### src/rtl/fft_pkg.sv
// Shared Q1.15 constants, complex sample type and the rounding/saturation helpers
// used by the radix-2 butterfly datapath.
package fft_pkg;

  localparam int W_DEF = 16;
  localparam int ONE   = 32767;
  localparam int SQH   = 23170;

  typedef struct packed {
    logic signed [W_DEF-1:0] re;
    logic signed [W_DEF-1:0] im;
  } cplx_t;

  // Arithmetic shift right by sh with round-half-up; sh must be >= 1.
  function automatic logic signed [63:0] round_shr(input logic signed [63:0] x, input int sh);
    return (x + (64'sd1 <<< (sh - 1))) >>> sh;
  endfunction

  // Clamp x to the signed range of a w-bit value.
  function automatic logic signed [63:0] sat_w(input logic signed [63:0] x, input int w);
    logic signed [63:0] hi;
    logic signed [63:0] lo;
    hi = (64'sd1 <<< (w - 1)) - 64'sd1;
    lo = -(64'sd1 <<< (w - 1));
    if (x > hi) return hi;
    if (x < lo) return lo;
    return x;
  endfunction

endpackage

### src/rtl/fft_bfly_r2_cmul.sv
// Two-stage complex multiply B * (tw_re - j*tw_im) with Q1.15 round-half-up,
// advancing both stages only when en is high.
module cmul_q15
  import fft_pkg::*;
#(
  parameter int W = W_DEF
) (
  input  logic                clk,
  input  logic                rst_n,
  input  logic                en,
  input  logic                in_vld,
  input  logic signed [W-1:0] b_re,
  input  logic signed [W-1:0] b_im,
  input  logic signed [W-1:0] tw_re,
  input  logic signed [W-1:0] tw_im,
  output logic                out_vld,
  output logic signed [W:0]   t_re,
  output logic signed [W:0]   t_im
);

  logic                  vld_p0, vld_p1;
  logic signed [W-1:0]   b_re_p0, b_im_p0, tw_re_p0, tw_im_p0;
  logic signed [2*W-1:0] rr_p1, ii_p1, ir_p1, ri_p1;
  logic signed [2*W:0]   p_re, p_im;

  // S1: operand registers
  always_ff @(posedge clk or negedge rst_n) begin
    if (!rst_n) begin
      vld_p0   <= 1'b0;
      b_re_p0  <= '0;
      b_im_p0  <= '0;
      tw_re_p0 <= '0;
      tw_im_p0 <= '0;
    end else if (en) begin
      vld_p0   <= in_vld;
      b_re_p0  <= b_re;
      b_im_p0  <= b_im;
      tw_re_p0 <= tw_re;
      tw_im_p0 <= tw_im;
    end
  end

  // S2: partial products
  always_ff @(posedge clk or negedge rst_n) begin
    if (!rst_n) begin
      vld_p1 <= 1'b0;
      rr_p1  <= '0;
      ii_p1  <= '0;
      ir_p1  <= '0;
      ri_p1  <= '0;
    end else if (en) begin
      vld_p1 <= vld_p0;
      rr_p1  <= (2*W)'(b_re_p0) * (2*W)'(tw_re_p0);
      ii_p1  <= (2*W)'(b_im_p0) * (2*W)'(tw_im_p0);
      ir_p1  <= (2*W)'(b_im_p0) * (2*W)'(tw_re_p0);
      ri_p1  <= (2*W)'(b_re_p0) * (2*W)'(tw_im_p0);
    end
  end

  // The ROM holds -Im(W), hence the sign pattern; the W+1 result wraps rather than clips.
  assign p_re    = (2*W+1)'(rr_p1) + (2*W+1)'(ii_p1);
  assign p_im    = (2*W+1)'(ir_p1) - (2*W+1)'(ri_p1);
  assign t_re    = (W+1)'(round_shr(64'(p_re), W - 1));
  assign t_im    = (W+1)'(round_shr(64'(p_im), W - 1));
  assign out_vld = vld_p1;

endmodule

### src/rtl/fft_bfly_r2.sv
// Pipelined radix-2 DIT butterfly: Y0 = A + B*W, Y1 = A - B*W, optional /2 scaling,
// saturating Q1.15 outputs and a sticky saturation flag.
module fft_bfly_r2
  import fft_pkg::*;
#(
  parameter int W     = W_DEF,
  parameter bit SCALE = 1'b1
) (
  input  logic                clk,
  input  logic                rst_n,
  input  logic                in_valid,
  output logic                in_ready,
  input  logic signed [W-1:0] a_re,
  input  logic signed [W-1:0] a_im,
  input  logic signed [W-1:0] b_re,
  input  logic signed [W-1:0] b_im,
  input  logic signed [W-1:0] tw_re,
  input  logic signed [W-1:0] tw_im,
  output logic                out_valid,
  input  logic                out_ready,
  output logic signed [W-1:0] y0_re,
  output logic signed [W-1:0] y0_im,
  output logic signed [W-1:0] y1_re,
  output logic signed [W-1:0] y1_im,
  output logic                sat_flag,
  input  logic                sat_clr
);

  logic                adv;
  logic                vld_p1;
  logic signed [W-1:0] a_re_p0, a_im_p0, a_re_p1, a_im_p1;
  logic signed [W:0]   t_re, t_im;
  logic signed [63:0]  s0_re, s0_im, s1_re, s1_im;
  logic                clip;

  // The whole pipe moves as one; a stalled output freezes every stage.
  assign adv      = ~out_valid | out_ready;
  assign in_ready = adv;

  cmul_q15 #(.W(W)) u_cmul (
    .clk    (clk),
    .rst_n  (rst_n),
    .en     (adv),
    .in_vld (in_valid),
    .b_re   (b_re),
    .b_im   (b_im),
    .tw_re  (tw_re),
    .tw_im  (tw_im),
    .out_vld(vld_p1),
    .t_re   (t_re),
    .t_im   (t_im)
  );

  // S1/S2: operand A delayed to line up with the product
  always_ff @(posedge clk or negedge rst_n) begin
    if (!rst_n) begin
      a_re_p0 <= '0;
      a_im_p0 <= '0;
      a_re_p1 <= '0;
      a_im_p1 <= '0;
    end else if (adv) begin
      a_re_p0 <= a_re;
      a_im_p0 <= a_im;
      a_re_p1 <= a_re_p0;
      a_im_p1 <= a_im_p0;
    end
  end

  always_comb begin
    s0_re = 64'(a_re_p1) + 64'(t_re);
    s0_im = 64'(a_im_p1) + 64'(t_im);
    s1_re = 64'(a_re_p1) - 64'(t_re);
    s1_im = 64'(a_im_p1) - 64'(t_im);
    if (SCALE) begin
      s0_re = round_shr(s0_re, 1);
      s0_im = round_shr(s0_im, 1);
      s1_re = round_shr(s1_re, 1);
      s1_im = round_shr(s1_im, 1);
    end
  end

  assign clip = (sat_w(s0_re, W) != s0_re) | (sat_w(s0_im, W) != s0_im) |
                (sat_w(s1_re, W) != s1_re) | (sat_w(s1_im, W) != s1_im);

  // S3: output registers
  always_ff @(posedge clk or negedge rst_n) begin
    if (!rst_n) begin
      out_valid <= 1'b0;
      y0_re     <= '0;
      y0_im     <= '0;
      y1_re     <= '0;
      y1_im     <= '0;
    end else if (adv) begin
      out_valid <= vld_p1;
      y0_re     <= W'(sat_w(s0_re, W));
      y0_im     <= W'(sat_w(s0_im, W));
      y1_re     <= W'(sat_w(s1_re, W));
      y1_im     <= W'(sat_w(s1_im, W));
    end
  end

  // A clip landing in the same cycle as a clear keeps the flag set.
  always_ff @(posedge clk or negedge rst_n) begin
    if (!rst_n) begin
      sat_flag <= 1'b0;
    end else if (adv && vld_p1 && clip) begin
      sat_flag <= 1'b1;
    end else if (sat_clr) begin
      sat_flag <= 1'b0;
    end
  end

endmodule

### config.mk
export PLATFORM = sky130hd
export DESIGN_NAME = fft_bfly_r2
export DESIGN_NICKNAME = d
export VERILOG_FILES = /design/src/rtl/fft_pkg.sv /design/src/rtl/fft_bfly_r2_cmul.sv /design/src/rtl/fft_bfly_r2.sv
export SDC_FILE = /design/constraint.sdc
export NUM_CORES = 2
export LEC_CHECK = 0
export BUFFER_PORTS_ARGS = -buffer_cell sky130_fd_sc_hd__buf_4
export CORE_ASPECT_RATIO = 0.75
export CORE_UTILIZATION = 55
export DETAILED_ROUTE_END_ITERATION = 8
export PLACE_DENSITY_LB_ADDON = 0.05
export SLEW_MARGIN = 20
export SYNTH_ARGS = -nofsm -noshare
export SYNTH_HDL_FRONTEND = slang
export SYNTH_SLANG_ARGS = --single-unit
export TNS_END_PERCENT = 100
### constraint.sdc
create_clock -name clk -period 7.6 [get_ports clk]
set_clock_uncertainty 0.05 [all_clocks]
set_input_delay 0.76 -clock clk [delete_from_list [all_inputs] [get_ports clk]]
set_output_delay 0.76 -clock clk [all_outputs]
set_load 0.005 [all_outputs]
==> metrics.md <==
| Metric | Value |
|---|---|
| CP Max Fanout | 19 |
| WL per Instance | 19.41 um |
| Crit-path cells | buf_4, nand2_1, fa_1, inv_1, fa_1, fa_1, fa_1, inv_1, fa_1, inv_1, fa_1, ha_1, a21o_1, a21oi_1, a21oi_1, nor2_1, o22ai_1, nor3_1, nor3_1, or3b_2, a21oi_1, xor2_1, o21ai_0 |
| Yosys top cell by area | fa_1 |
| Worst EP required | 8.01 ns |
| Num rows | 102 |
| Max layer used | met5 |
| RR Startpoint | u_cmul.tw_re_p0[1]$_DFFE_PN0N_ |
| Die Ht | 282.1 um |
| Post-synth EDFFs | 0 |
| First-pass GRT wire length | 246.1 mm |
| Startpoint Class | flop |
| Final net count | 8230 |
| Synth Area per Inst | 9.013 sq um |
| Cell Area, Synth | 57550 sq um |
| CP Class | reg2reg |
| Fill cell count | 9130 |
| Initial antenna violation count | 18 |
| Hold crit path type | in2async |
| Crit-path slowest cell | fa_1 |
| Vias per inst | 5.383 |
| Mapped Cells | 6385 |
| Setup WS post-layout | 0.2955 ns |
| DRT antenna net count | 0 |
| Num CTS Buffers | 41 |
| Post-synth top area share | 36.59% |
| Hold-fix buffers, CTS | 0 |
| Number of distinct library cells after synthesis | 83 |
| H-tree levels | 2 |
| Final setup violation count | 0 |
| Clk slew on worst S/H paths | 0.06 ns |
| Port Buffers | 167 |
| Syn nets | 8086 |
| Yosys reg bits | 324 |
| Crit path time final | 7.305 ns |
| Top post-synthesis cells by count | inv_1 (1275), nand2_1 (1093), fa_1 (1052), ha_1 (548), and2_1 (405) |
| Max Fclk | 136.9 MHz |
| Slew Limit Fails | 0 |
| Count leader, synth | inv_1 |
| Gpl congestion | 0.9099 |
| Synth area leaders | fa_1 (37%), dfrtp_1 (14%), ha_1 (12%), inv_1 (8.3%), nand2_1 (7.1%) |
| Starting DRC count in detailed routing | 2914 |
| Share of cells above drive strength 1 | 7.912% |
| Endpoint type of the worst setup path | flop |
| Initial core utilization | 55.60% |
| DPL Wire Length | 125.2 mm |
| Seq/Total Area, Yosys | 14.09% |
| Max-cap violations | 0 |
| Deepest clock path buffer count | 3 |
| Actual slew at the worst max-slew pin | 1.215 ns |
| CP arrival | 7.71 ns |
| DRC viols | 0 |
| CTS Sinks | 324 |
| Total gr overflow | 0 |
| WL met1 | 69.15 mm |
| Outcome | finished clean |
| Fin util | 60.91% |
| DR WL met3 | 13.46 mm |
| Final worst path period share | 96.11% |
| Vias in the first global route | 43.85k |
| Die ar. | 105900 sq um |
| WL final | 154.6 mm |
| Chip width | 375.5 um |
| Drt pass-1 iters | 6 |
| Fin. Hold Viols | 0 |
| Root Driver | clkbuf_16 |
| Post-synth ARST share | 100.0% |
| Largest net degree at the start of global routing | 176 |
| Met2 Wirelength | 66.69 mm |
| CTS tree | done |
| Worst R2R End | u_cmul.rr_p1[29]$_DFFE_PN0N_ |
| Core area | 103500 sq um |
| Synth warnings | 0 |
| Setup WS pre-CTS | -0.06421 ns |
| Area Growth Syn to Fin | 9.538% |
| Via count | 42.90k |
| Synth Flop Type | dfrtp_1 |
| Hold slack | 0.07986 ns |
| Reg2reg path depth | 23 |
| R2r setup slk | 0.30 ns |
| Clk_lat worst skew | 0.64 ns |
| I/O pin count | 168 |
| GRT Util Overall | 30.26% |
| Worst rel slew slack | 18.98% |
| Crit path largest cell delay | 0.55 ns |
| Worst path most repeated cell | fa_1 |
-- metrics by stage --
stage / std cells / TNS, ns / instance area (sq um)
floorplan: 6385 / 0 / 57550
global placement: 7887 / 0 / 61370
detailed placement: 7887 / -0.06421 / 61370
CTS: 7962 / 0 / 62840
global route: 7964 / -0.07590 / 63030
finish: 7969 / 0 / 63040
-- final cells by class --
| type | count | area (sq um) | area share (%) |
|---|---|---|---|
| Clock buffer | 54 | 1126 | 1.786 |
| Multi-Input combinational cell | 4507 | 43800 | 69.47 |
| Tap cell | 1404 | 1757 | 2.787 |
| Sequential cell | 324 | 8120 | 12.88 |
| Antenna cell | 5 | 12.51 | 0.01985 |
| Timing Repair Buffer | 379 | 3115 | 4.942 |
| Clock inverter | 20 | 315.3 | 0.5002 |
| Inverter | 1276 | 4797 | 7.610 |
-- sequential cells by signal (all words and copies together), names as in the netlist, 32 cells and up --
register      cells
u_cmul.ri_p1     32
u_cmul.ii_p1     32
u_cmul.rr_p1     32
u_cmul.ir_p1     32
-- layout by cell type, fill, tap and decap left out, types with 15 or more instances in the layout --
master and instances:
a211oi_1 15, a21o_1 60, a21oi_1 214, a31oi_1 36
and2_1 405, and3_1 16, buf_12 21, buf_4 357
clkbuf_16 42, dfrtp_1 314, fa_1 1052, ha_1 547
inv_1 1274, nand2_1 1092, nand2b_1 91, nand3_1 40
nor2_1 199, nor2b_1 20, nor3_1 44, o211ai_1 34
o21a_1 52, o21ai_0 119, o21bai_1 34, o22a_1 18
o31ai_1 20, xnor2_1 154, xor2_1 69
-- worst max-delay path by stage --
stage / slack, ns / to / depth (start not counted) / startpoint
6_report: 0.30 / u_cmul.rr_p1[29]$_DFFE_PN0N_ / 23 / u_cmul.tw_re_p0[1]$_DFFE_PN0N_
5_1_grt: -0.08 / sat_flag$_DFFE_PN0P_ / 32 / u_cmul.ii_p1[11]$_DFFE_PN0N_
4_1_cts: 0.005 / sat_flag$_DFFE_PN0P_ / 32 / u_cmul.ii_p1[11]$_DFFE_PN0N_
3_5_place_dp: -0.06 / sat_flag$_DFFE_PN0P_ / 33 / u_cmul.ii_p1[14]$_DFFE_PN0N_
3_3_place_gp: 0.12 / sat_flag$_DFFE_PN0P_ / 33 / u_cmul.rr_p1[14]$_DFFE_PN0N_
2_1_floorplan: 0.66 / sat_flag$_DFFE_PN0P_ / 32 / u_cmul.ii_p1[11]$_DFFE_PN0N_
-- layer usage --
layer  vias up  track usage (%)
met4        10            10.01
met1     21670            43.70
met5         -                0
met3       193            7.393
met2      1299            44.72
li1      19730                -
-- cell families after synthesis --
group	count (synthesis)	synth area share [%]
AND/OR/NAND/NOR	1980	15.85
XOR/XNOR	224	3.422
multiplexers	6	0.1109
adder cells (fa/ha/maj)	1600	48.51
AO/OA/AOI/OAI	697	7.883
buffers and inverters	1554	10.14
flip-flops	324	14.09
-- timing repair --
item	4_1_cts	5_1_grt
setup endpoints to repair	1	11
gates resized for setup	5	39
setup buffers	1	2
pin swaps	2	9
-- critical path, delay by kind of cell, from the launching register on --
kind,cells,cell delay [ns]
compound gates,6,1.01
fa+ha+maj,7,3.38
xor+xnor,1,0.14
simple gates,5,1.48
flops,1,0.54
buf+inv,4,0.52
Power is left out: the tool's default activity adds up to more than one toggle a clock period on the data nets, which glitch-free logic cannot reach.
